--- config.mk ---
export PLATFORM = sky130hd
export DESIGN_NAME = pbit_lut_arbiter
export DESIGN_NICKNAME = d
export VERILOG_FILES = /design/src/rtl/pbit_lut_arbiter_pkg.sv /design/src/rtl/pbit_lut_arbiter_lut.sv /design/src/rtl/pbit_lut_arbiter_rr.sv /design/src/rtl/pbit_lut_arbiter.sv
export SDC_FILE = /design/constraint.sdc
export NUM_CORES = 1
export LEC_CHECK = 0
export ABC_CLOCK_PERIOD_IN_PS = 5500
export CAP_MARGIN = 40
export CORE_MARGIN = 2
export CORE_UTILIZATION = 54
export CTS_CLUSTER_SIZE = 8
export DETAILED_ROUTE_END_ITERATION = 12
export PLACE_DENSITY = 0.82
export SYNTH_ARGS = -nofsm -noshare
export SYNTH_HDL_FRONTEND = slang
export SYNTH_HIERARCHICAL = 1
export SYNTH_SLANG_ARGS = --single-unit
--- constraint.sdc ---
create_clock -name clk -period 5.5 [get_ports clk]
set_input_delay 1.1 -clock clk [delete_from_list [all_inputs] [get_ports clk]]
set_output_delay 1.1 -clock clk [all_outputs]
set_load 0.02 [all_outputs]
--- src/rtl/pbit_lut_arbiter_pkg.sv ---
// ============================================================================
//  Module      : PSL_pkg
//  Description : Shared p-bit datapath constants: input / RNG widths, number
//                of LUT requesters, the response record type and the
//                sigmoid threshold table used by LUT_bias.
//  Revision    : 1.0  initial release
// ============================================================================
`default_nettype none

package PSL_pkg;

    localparam int i_bit_width   = 6;
    localparam int RNG_bit_width = 32;
    localparam int NUM_PBIT_REQ  = 8;
    localparam int PBIT_ID_W     = $clog2(NUM_PBIT_REQ);

    typedef struct packed {
        logic [PBIT_ID_W-1:0] id;
        logic                 spin;
    } pbit_rsp_t;

    // T(m) = round(2^32 * 1/(1+exp(-m))), clipped to 2^32-1.
    // An input field of magnitude m flips the spin to +1 with probability T(m)/2^32.
    function automatic logic [31:0] lut_bias_entry(input logic [4:0] m);
        logic [31:0] t;
        case (m)
            5'd0:    t = 32'h8000_0000;
            5'd1:    t = 32'hBB26_A7AF;
            5'd2:    t = 32'hE17B_EAD4;
            5'd3:    t = 32'hF3DB_E5E2;
            5'd4:    t = 32'hFB65_4178;
            5'd5:    t = 32'hFE49_6098;
            5'd6:    t = 32'hFF5D_F445;
            5'd7:    t = 32'hFFC4_4B19;
            5'd8:    t = 32'hFFEA_05C2;
            5'd9:    t = 32'hFFF7_E9C8;
            5'd10:   t = 32'hFFFD_065A;
            5'd11:   t = 32'hFFFE_E7CC;
            5'd12:   t = 32'hFFFF_98EB;
            5'd13:   t = 32'hFFFF_DA14;
            5'd14:   t = 32'hFFFF_F20D;
            5'd15:   t = 32'hFFFF_FADE;
            5'd16:   t = 32'hFFFF_FE1D;
            5'd17:   t = 32'hFFFF_FF4E;
            5'd18:   t = 32'hFFFF_FFBF;
            5'd19:   t = 32'hFFFF_FFE8;
            5'd20:   t = 32'hFFFF_FFF7;
            5'd21:   t = 32'hFFFF_FFFD;
            default: t = 32'hFFFF_FFFF;
        endcase
        return t;
    endfunction

endpackage

`default_nettype wire

--- src/rtl/pbit_lut_arbiter_lut.sv ---
// ============================================================================
//  Module      : LUT_bias
//  Description : Combinational sigmoid threshold lookup indexed by the input
//                magnitude. Magnitudes beyond the table saturate to all-ones.
//  Ports       : i_mag  input magnitude (IDX_W bits)
//                o_thr  threshold, top T_W bits of the 32-bit table word
//  Revision    : 1.0  initial release
// ============================================================================
`default_nettype none

module LUT_bias
    import PSL_pkg::*;
#(
    parameter int IDX_W = 5,
    parameter int T_W   = 32
) (
    input  logic [IDX_W-1:0] i_mag,
    output logic [T_W-1:0]   o_thr
);

    localparam int XW = (IDX_W > 5) ? IDX_W : 5;

    logic [XW-1:0] w_mag_x;
    logic [31:0]   w_t32;

    assign w_mag_x = XW'(i_mag);

    always_comb begin
        if (w_mag_x > XW'(31)) begin
            w_t32 = 32'hFFFF_FFFF;
        end else begin
            w_t32 = lut_bias_entry(w_mag_x[4:0]);
        end
    end

    assign o_thr = w_t32[31 -: T_W];

endmodule

`default_nettype wire

--- src/rtl/pbit_lut_arbiter_rr.sv ---
// ============================================================================
//  Module      : rr_arbiter
//  Description : Combinational round-robin selector. Searches i_req starting
//                at i_ptr, wrapping NUM_REQ-1 -> 0, and returns the first hit.
//  Ports       : i_req  request vector
//                i_ptr  search start index
//                o_gnt  one-hot grant (zero when no request)
//                o_idx  encoded grant index
//                o_any  at least one request present
//  Revision    : 1.0  initial release
// ============================================================================
`default_nettype none

module rr_arbiter #(
    parameter int NUM_REQ = 8,
    parameter int ID_W    = $clog2(NUM_REQ)
) (
    input  logic [NUM_REQ-1:0] i_req,
    input  logic [ID_W-1:0]    i_ptr,
    output logic [NUM_REQ-1:0] o_gnt,
    output logic [ID_W-1:0]    o_idx,
    output logic               o_any
);

    always_comb begin
        int k;
        o_gnt = '0;
        o_idx = '0;
        o_any = 1'b0;
        k     = 0;
        for (int i = 0; i < NUM_REQ; i++) begin
            k = int'(i_ptr) + i;
            if (k >= NUM_REQ) begin
                k = k - NUM_REQ;
            end
            if (!o_any && i_req[k]) begin
                o_any    = 1'b1;
                o_gnt[k] = 1'b1;
                o_idx    = ID_W'(k);
            end
        end
    end

endmodule

`default_nettype wire

--- src/rtl/pbit_lut_arbiter.sv ---
// ============================================================================
//  Module      : pbit_lut_arbiter
//  Description : Shares one LUT_bias threshold table among NUM_REQ p-bit
//                requesters. Round-robin grant, sign/magnitude split of the
//                granted input, threshold compare against the RNG word sampled
//                in the grant cycle, spin returned with requester id.
//                Latency 2 (3 with LUT_PIPE_EN), one update per clock.
//  Config      : `define LUT_PIPE_EN  registers LUT output, compare operands
//                                      and tags (stage 1b), latency 3.
//  Ports       : clk, rst_n      clock, asynchronous active-low reset
//                i_en            allow new grants
//                i_req           request per p-bit (held until granted)
//                i_req_iin       signed input, slot k = [k*I_W +: I_W]
//                i_rng_in        random word, sampled with the grant
//                o_gnt           one-hot grant, combinational
//                o_rsp_valid     response strobe
//                o_rsp_id        requester index of the response
//                o_rsp_spin      new spin (1 = +1, 0 = -1)
//                o_busy          some pipeline stage holds a valid entry
//  Revision    : 1.0  initial release
// ============================================================================
`default_nettype none

module pbit_lut_arbiter
    import PSL_pkg::*;
#(
    parameter int NUM_REQ = NUM_PBIT_REQ,
    parameter int I_W     = i_bit_width,
    parameter int RNG_W   = RNG_bit_width,
    parameter int ID_W    = $clog2(NUM_REQ)
) (
    input  logic                   clk,
    input  logic                   rst_n,
    input  logic                   i_en,
    input  logic [NUM_REQ-1:0]     i_req,
    input  logic [NUM_REQ*I_W-1:0] i_req_iin,
    input  logic [RNG_W-1:0]       i_rng_in,
    output logic [NUM_REQ-1:0]     o_gnt,
    output logic                   o_rsp_valid,
    output logic [ID_W-1:0]        o_rsp_id,
    output logic                   o_rsp_spin,
    output logic                   o_busy
);

    logic [ID_W-1:0]    r_ptr;
    logic [NUM_REQ-1:0] w_arb_gnt;
    logic [ID_W-1:0]    w_arb_idx;
    logic               w_arb_any;
    logic               w_fire;
    logic [I_W-1:0]     w_sel_iin;
    logic [I_W-1:0]     w_neg_iin;
    logic [I_W-2:0]     w_mag;

    rr_arbiter #(
        .NUM_REQ (NUM_REQ),
        .ID_W    (ID_W)
    ) u_rr (
        .i_req (i_req),
        .i_ptr (r_ptr),
        .o_gnt (w_arb_gnt),
        .o_idx (w_arb_idx),
        .o_any (w_arb_any)
    );

    // rst_n is in the fire term so gnt stays low for the whole reset interval
    assign w_fire    = rst_n & i_en & w_arb_any;
    assign o_gnt     = w_fire ? w_arb_gnt : '0;
    assign w_sel_iin = i_req_iin[w_arb_idx*I_W +: I_W];
    assign w_neg_iin = ~w_sel_iin + I_W'(1);

    // Negating the most negative value leaves its sign bit set: clamp to max
    always_comb begin
        if (!w_sel_iin[I_W-1]) begin
            w_mag = w_sel_iin[I_W-2:0];
        end else if (w_neg_iin[I_W-1]) begin
            w_mag = '1;
        end else begin
            w_mag = w_neg_iin[I_W-2:0];
        end
    end

    always_ff @(posedge clk or negedge rst_n) begin
        if (!rst_n) begin
            r_ptr <= '0;
        end else if (w_fire) begin
            r_ptr <= (w_arb_idx == ID_W'(NUM_REQ-1)) ? '0 : w_arb_idx + 1'b1;
        end
    end

    // Stage 1: granted request captured
    logic             r_v1;
    logic [ID_W-1:0]  r_id1;
    logic             r_sgn1;
    logic [I_W-2:0]   r_mag1;
    logic [RNG_W-1:0] r_rng1;
    logic [RNG_W-1:0] w_thr;

    always_ff @(posedge clk or negedge rst_n) begin
        if (!rst_n) begin
            r_v1   <= 1'b0;
            r_id1  <= '0;
            r_sgn1 <= 1'b0;
            r_mag1 <= '0;
            r_rng1 <= '0;
        end else begin
            r_v1 <= w_fire;
            if (w_fire) begin
                r_id1  <= w_arb_idx;
                r_sgn1 <= w_sel_iin[I_W-1];
                r_mag1 <= w_mag;
                r_rng1 <= i_rng_in;
            end
        end
    end

    LUT_bias #(
        .IDX_W (I_W-1),
        .T_W   (RNG_W)
    ) u_lut (
        .i_mag (r_mag1),
        .o_thr (w_thr)
    );

    logic             w_dec_v;
    logic [ID_W-1:0]  w_dec_id;
    logic             w_dec_sgn;
    logic [RNG_W-1:0] w_dec_rng;
    logic [RNG_W-1:0] w_dec_thr;
    logic             w_pipe_busy;

`ifdef LUT_PIPE_EN
    // Stage 1b: LUT output and compare operands registered
    logic             r_v1b;
    logic [ID_W-1:0]  r_id1b;
    logic             r_sgn1b;
    logic [RNG_W-1:0] r_rng1b;
    logic [RNG_W-1:0] r_thr1b;

    always_ff @(posedge clk or negedge rst_n) begin
        if (!rst_n) begin
            r_v1b   <= 1'b0;
            r_id1b  <= '0;
            r_sgn1b <= 1'b0;
            r_rng1b <= '0;
            r_thr1b <= '0;
        end else begin
            r_v1b <= r_v1;
            if (r_v1) begin
                r_id1b  <= r_id1;
                r_sgn1b <= r_sgn1;
                r_rng1b <= r_rng1;
                r_thr1b <= w_thr;
            end
        end
    end

    assign w_dec_v     = r_v1b;
    assign w_dec_id    = r_id1b;
    assign w_dec_sgn   = r_sgn1b;
    assign w_dec_rng   = r_rng1b;
    assign w_dec_thr   = r_thr1b;
    assign w_pipe_busy = r_v1 | r_v1b;
`else
    assign w_dec_v     = r_v1;
    assign w_dec_id    = r_id1;
    assign w_dec_sgn   = r_sgn1;
    assign w_dec_rng   = r_rng1;
    assign w_dec_thr   = w_thr;
    assign w_pipe_busy = r_v1;
`endif

    // A negative field inverts the decision so the spin aligns with the field sign
    logic w_aligned;
    logic w_spin;

    assign w_aligned = (w_dec_rng < w_dec_thr);
    assign w_spin    = w_dec_sgn ? ~w_aligned : w_aligned;

    // Stage 2: response register
    logic            r_rsp_valid;
    logic [ID_W-1:0] r_rsp_id;
    logic            r_rsp_spin;

    always_ff @(posedge clk or negedge rst_n) begin
        if (!rst_n) begin
            r_rsp_valid <= 1'b0;
            r_rsp_id    <= '0;
            r_rsp_spin  <= 1'b0;
        end else begin
            r_rsp_valid <= w_dec_v;
            if (w_dec_v) begin
                r_rsp_id   <= w_dec_id;
                r_rsp_spin <= w_spin;
            end
        end
    end

    assign o_rsp_valid = r_rsp_valid;
    assign o_rsp_id    = r_rsp_id;
    assign o_rsp_spin  = r_rsp_spin;
    assign o_busy      = w_pipe_busy | r_rsp_valid;

endmodule

`default_nettype wire

After elaboration in Yosys (flattened, before gate mapping)
Memories as Yosys holds them, arrays and structs flattened.
Index checks and enable logic that the tools add are counted.
Storage, ports and cells
  bits in registers: 50
  memory bits (read-only): 992
  input port bits: 91
  output and inout port bits: 14
  word-level logic and storage cells: 168
  memories kept: 1
Operators by class
  add/sub/neg operators: 17
  multipliers: 1
  magnitude comparators: 26
  equal/unequal tests: 1
  shifts and indexed selects: 1
  muxes and demuxes: 78
  bitwise operators: 12
  reduce and logical (&&, ||, !) cells: 22
Memories
  (name not given): words 32, width 31, rd ports 1, clocked after Yosys merged registers in 0, write ports 0, line pbit_lut_arbiter_pkg.sv:26  | case (m)
Operators with widths (number)
  $mux 32: 9
  $ge 32x1->1 const B: 8
  $lt 32x5->1 const B: 8
  $ge 32x5->1 const B: 7
  $sub 32x5->32 const B: 7
  $mux 8: 9
  $or 8x8->8: 7
  $shiftx 48x7->6: 1
  $mux 1: 33
  $lt 32x32->1: 1
  $mux 3: 9
  $bmux 1 s3: 8
  $demux 1 s3: 8
  $add 3x3->4 const B: 4
  $logic_and 1x1->1: 15
  $mux 5: 2
  $add 3x2->4 const B: 2
  $logic_not 1->1: 7
  $add 6x1->6 const B: 1
  $not 6->6: 1
  $gt 5x5->1 const B: 1
  $mul 3x2->5 const B: 1
  $sub 3x4->5 const B: 1
  $add 3x1->4 const B: 1
  6 further kinds: 7

Depth between registers and ports, before layout
  depth in word-level cells: 33
  depth in mapped cells: 19
  gate-level depth less buffers: 15

Cells and area by module
Netlist, hierarchy kept.
By module, submodules not included
  pbit_lut_arbiter: times used 1, cells each 359, area each 3230.6 um^2, sequential area each 1251.2 um^2
  rr_arbiter: times used 1, cells each 165, area each 1423.9 um^2, sequential area each 0.0 um^2
  LUT_bias: times used 1, cells each 139, area each 887.1 um^2, sequential area each 0.0 um^2

Worst setup path after synthesis
Ideal clock, no wire load.
  path type: register to register
  start: register r_ptr[0]
  end: register r_mag1[4]
  setup time: 0.120 ns
  data arrival time: 4.709 ns
  required time: 5.380 ns
  slack: 0.671 ns
  cell stages (with the launch flop): 19
  clock period less this slack: 4.829 ns
  cell sequence: dfrtp_1 inv_1 clkbuf_1 ha_1 buf_6 mux4_2 mux2_2 or3_1 nor3_2 nand2_1 o22ai_1 buf_6 mux4_2 mux2i_4 ha_1 a31oi_1 xnor2_1 o21ai_1 nand2_1
Between the ends
  longest elaborated chain between the ends: 33
  elaborated cells between the ends (all ways): 92
  those cells by class: add/sub: 16; mul: 1; order compare: 8; shift: 1; mux: 50; bitwise: 2; reduce/logical: 14
Ends and longest elaborated chain
  start: declaration: line pbit_lut_arbiter.sv:45  | logic [ID_W-1:0] r_ptr;
  start signal: assignment: line pbit_lut_arbiter.sv:86  | r_ptr <= (w_arb_idx == ID_W'(NUM_REQ-1)) ? '0 : w_arb_idx + 1'b1;
  parallel branches: the longest is 26 deep, another holds $sub 32x5->32
  $mux 3 *: line pbit_lut_arbiter_rr.sv:36  | if (!o_any && i_req[k]) begin
  via w_arb_idx[1]: line pbit_lut_arbiter.sv:47  | logic [ID_W-1:0] w_arb_idx;
  $mul 3x2->5 *: line pbit_lut_arbiter.sv:68  | assign w_sel_iin = i_req_iin[w_arb_idx*I_W +: I_W];
  $shiftx 48x7->6 *: line pbit_lut_arbiter.sv:68
  $not 6->6: line pbit_lut_arbiter.sv:69  | assign w_neg_iin = ~w_sel_iin + I_W'(1);
  $add 6x1->6: line pbit_lut_arbiter.sv:69
  $mux 5: line pbit_lut_arbiter.sv:75  | end else if (w_neg_iin[I_W-1]) begin
  $mux 5 *: line pbit_lut_arbiter.sv:73  | if (!w_sel_iin[I_W-1]) begin
  end signal: assignment: line pbit_lut_arbiter.sv:110  | r_mag1 <= w_mag;
  end: declaration: line pbit_lut_arbiter.sv:94  | logic [I_W-2:0] r_mag1;
Mark *: on every way through the listed nets, which the timed path passes. The select of a mux whose other input is x is not followed.
A chain may end at the register's enable or synchronous reset.

Worst setup path after layout
  start: input port i_req[2]
  end: output port o_gnt[7]
Between the ends
  elaborated cells between the ends (all ways): 63
  those cells by class: mux: 41; bitwise: 8; reduce/logical: 14
RTL lines
  start: declaration: line pbit_lut_arbiter.sv:35  | input logic [NUM_REQ-1:0] i_req,
  $bmux 1 s3: line pbit_lut_arbiter_rr.sv:36
  $mux 1 (implied by the code) (2 in a row): line pbit_lut_arbiter_rr.sv:36
  $mux 1: line pbit_lut_arbiter_rr.sv:36
  $logic_not 1->1: line pbit_lut_arbiter_rr.sv:36
  $logic_and 1x1->1: line pbit_lut_arbiter_rr.sv:36
  $mux 1: line pbit_lut_arbiter_rr.sv:36
  $logic_not 1->1: line pbit_lut_arbiter_rr.sv:36
  $logic_and 1x1->1: line pbit_lut_arbiter_rr.sv:36
  [10 not listed]
  $logic_not 1->1: line pbit_lut_arbiter_rr.sv:36
  $logic_and 1x1->1: line pbit_lut_arbiter_rr.sv:36
  $mux 1: line pbit_lut_arbiter_rr.sv:36
  $logic_not 1->1: line pbit_lut_arbiter_rr.sv:36
  $logic_and 1x1->1: line pbit_lut_arbiter_rr.sv:36
  $mux 8 *: line pbit_lut_arbiter_rr.sv:36
  via w_arb_gnt[7]: line pbit_lut_arbiter.sv:46  | logic [NUM_REQ-1:0] w_arb_gnt;
  $mux 8 *: line pbit_lut_arbiter.sv:67  | assign o_gnt = w_fire ? w_arb_gnt : '0;
  end: declaration: line pbit_lut_arbiter.sv:38  | output logic [NUM_REQ-1:0] o_gnt,
Mark *: on every way through the listed nets, which the timed path passes. The rest lies on a longest branch. The select of a mux whose other input is x is not followed.

==> results.yml <==
run_status:
  status: "completed"
global_route:
  grt_max_degree: 51
  antenna_found_initial: 1
  grtUsageTotal: 0.286
  grt_pass1_wl_microns: 25800
  grt_pass1_vias: 5331
  gr-total-overflow: 0
yosys:
  synth.yosys.seq_area_share: 0.226
  synth_area_sq_um: 5540
  yosys_warnings: 6
  synth_mux_area_frac: 0.157
  synth.distinct_cells: 82
  synth_xor_area_frac: 0.0111
  synthArstFlopShare: 1.00
  synth_nets: 804
  synth_compound_area_frac: 0.186
  synth_flop_cell: "dfrtp_1"
  synth_edf_count: 0
  syn_area_per_cell_sq_um: 8.36
  post-synth-top-area-fraction: 0.226
  syn_inst: 663
  synthTopCellsByArea: "dfrtp_1 (23%), ha_1 (11%), nand2_1 (11%)"
  synth.largest_area_cell: "dfrtp_1"
  yosys.area_share.adder: 0.113
  synth-simple-area-share: 0.230
  ys_ff_latch: 50
  synth_top_family_by_area: "simple AND/OR/NAND/NOR gates"
timing:
  maxSlewViolCount: 0
  setup_ws_ns: 0.0984
  post-route-period-util: 0.982
  slew-limit-headroom: 0.574
  hold_violations: 0
  fin_crit_ns: 5.40
  fmaxAchievable_mhz: 185
  rsz0062_at_grt: "false"
  tightest_slew_ns: 0.639
  clock_skew_ns: 0.00809
  finalSetupViolCount: 0
  fin_tns_setup_ns: 0
power:
  power_density_nw_per_um2: 669
  p_switching_mw: 2.34
  intPower_mw: 2.26
  total_leakage_power_nw: 3.20
  power_mw: 4.60
  peakVddDrop_uv: 385
  power.share.clock: 0.046
  p_sw_frac: 0.509
  seqPwrFrac: 0.126
  power_frac_comb: 0.827
clock_network:
  clkSlewWorstSetupHoldPaths_ns: 0.09
  hold_buffers: 0
  clkSinkCount: 50
  cts_buffer_depth: 2
  clkLatencyLatePin_ns: 0.31
  cts_tree: "built"
  numCtsBuffers: 5
  h-tree-depth: 2
  root_buffer: "clkbuf_8"
critical_path:
  startpoint: "i_req[2]"
  critPathKind: "in2out"
  worst_setup_path_end_kind: "output pin"
  reg2reg_from: "r_ptr[1]$_DFFE_PN0P_"
  start_kind: "primary input"
  critPathRequiredTime_ns: 4.40
  crit_fanout: 7
  cp.arrival_ns: 4.30
detailed_routing:
  dr.pass1.iters: 5
  wl_microns: 15500
  drtIter0Drc: 387
  drc_errors: 0
  detail_route.wl_per_cell_microns: 17.3
  vias: 5404
  drt-vias-per-instance: 6.06
  antenna_left: 0
floorplan:
  io_pins: 105
  die_w_microns: 105
  core_sq_um: 9860
  die-area_sq_um: 11100
  rows: 36
  die_y_microns: 105
  start_util: 0.562
placed_design:
  numPortBuffers: 104
  place_ws_ns: -0.0254
  place_hpwl_microns: 12000
  place_congestion: 0.957
  dpl_cell_area_sq_um: 6740
run:
  cap_violations: 0
layout:
  area_growth_pct: 24.1
  fin_util: 0.697
  drive_above_1_share: 0.117
  layout.nets: 900
  antenna_cells: 0
  final_area_sq_um: 6880
min_path:
  holdCritStartpoint: "r_id1[1]$_DFFE_PN0P_"
  min_path_type: "reg2reg"
==> power by group through the flow <==
stage	registers (mW)	clock network, mW	logic [mW]
6_report	0.582	0.214	3.81
5_1_grt	0.597	0.236	4.17
4_1_cts	0.579	0.220	3.71
3_5_place_dp	0.587	0	3.69
3_3_place_gp	0.645	0	3.48
2_1_floorplan	0.545	0	2.84
==> cell families after synthesis <==
group,after synthesis
xor+xnor,7
flops,50
fa+ha+maj,50
compound gates,144
mux,48
simple gates,273
other cells,1
buf+inv,90
==> critical path: stages <==
cell and delay (ns):
clkdlybuf4s50_1 0.51, mux4_2 0.57, mux2_2 0.35, o41ai_1 0.50
a221oi_1 0.18, buf_4 0.17, a22oi_1 0.17, and2_1 0.14
clkdlybuf4s50_1 0.61
==> layout by cell type, fill, tap and decap left out, drive strengths merged, types with 7 or more instances in the layout <==
| cell type | synthesis | layout |
|---|---|---|
| nand2 | 164 | 164 |
| nand2b | 15 | 15 |
| dfrtp | 50 | 50 |
| buf | 25 | 28 |
| nor2 | 22 | 22 |
| mux4 | 24 | 24 |
| inv | 47 | 48 |
| clkdlybuf4s50 | 0 | 103 |
| and2 | 11 | 11 |
| nor3 | 14 | 14 |
| a21oi | 36 | 36 |
| ha | 50 | 50 |
| o21ai | 28 | 28 |
| a21o | 8 | 8 |
| a31oi | 7 | 7 |
| mux2i | 16 | 16 |
| o22ai | 7 | 7 |
| nand3 | 12 | 12 |
| mux2 | 8 | 8 |
| nor2b | 8 | 8 |
| nand4 | 7 | 7 |
==> final timing paths <==
| check | endpoint | slack, ns | depth (start not counted) |
|---|---|---|---|
| max | o_gnt[7] | 0.1 | 9 |
| max reg2reg | r_mag1[4]$_DFFE_PN0P_ | 0.79 | 18 |
| min in group asynchronous | r_rng1[24]$_DFFE_PN0P_ | 0.97 | 2 |
| max in group asynchronous | r_rng1[9]$_DFFE_PN0P_ | 4.09 | 2 |
| min | r_id1[1]$_DFFE_PN0P_ | 0.48 | 2 |
| min reg2reg | r_id1[1]$_DFFE_PN0P_ | 0.48 | 2 |
==> through the flow <==
step / hold slack [ns] / instances
after floorplan: 0.437 / 663
after global placement: 0.456 / 878
after detailed placement: 0.464 / 881
after CTS: 0.486 / 888
after global routing: 0.521 / 892
final: 0.482 / 892
==> routing by layer <==
layer  global-route usage  part of all wire  vias to the layer above
met1                0.355              0.40                     2585
met4                0.108             0.025                        2
li1                     -                 -                     2579
met3               0.0383             0.063                       31
met5                    0           0.00084                        -
met2                0.505              0.51                      207
==> Yosys cell counts (10+ instances only) <==
library cell / instances
nand2_1: 163
dfrtp_1: 50
ha_1: 50
inv_1: 42
a21oi_1: 36
nor2_1: 21
o21ai_1: 17
mux4_2: 16
buf_2: 15
clkbuf_1: 15
nand2b_1: 15
nand3_1: 12
and2_1: 11
nor3_1: 11
o21ai_0: 11
mux2i_1: 10
==> area by class of cell <==
class	instances	area (sq um)
multi-input combinational	523	3890
timing repair buffer	131	1310
clock buffer	5	68.8
fill	838	2990
inverter	48	183
tap	133	166
clock inverter	2	13.8
sequential	50	1250
==> state kept, by name, summed over array words and instances, names as in the netlist <==
| register | count |
|---|---|
| r_v1 | 1 |
| r_mag1 | 5 |
| o_rsp_spin | 1 |
| o_rsp_valid | 1 |
| r_rng1 | 32 |
| o_rsp_id | 3 |
| r_sgn1 | 1 |
| r_ptr | 3 |
| r_id1 | 3 |
==> timing repair <==
| item | CTS | global route |
|---|---|---|
| setup endpoints to repair | 1 | 8 |
| gates resized for setup | 0 | 3 |
| pin swaps | 1 | 3 |
| gates cloned | 0 | 0 |
| endpoints found under the hold margin | 0 | 0 |
| setup buffers | 0 | 3 |
No activity file was read; power rests on OpenSTA's default activity.
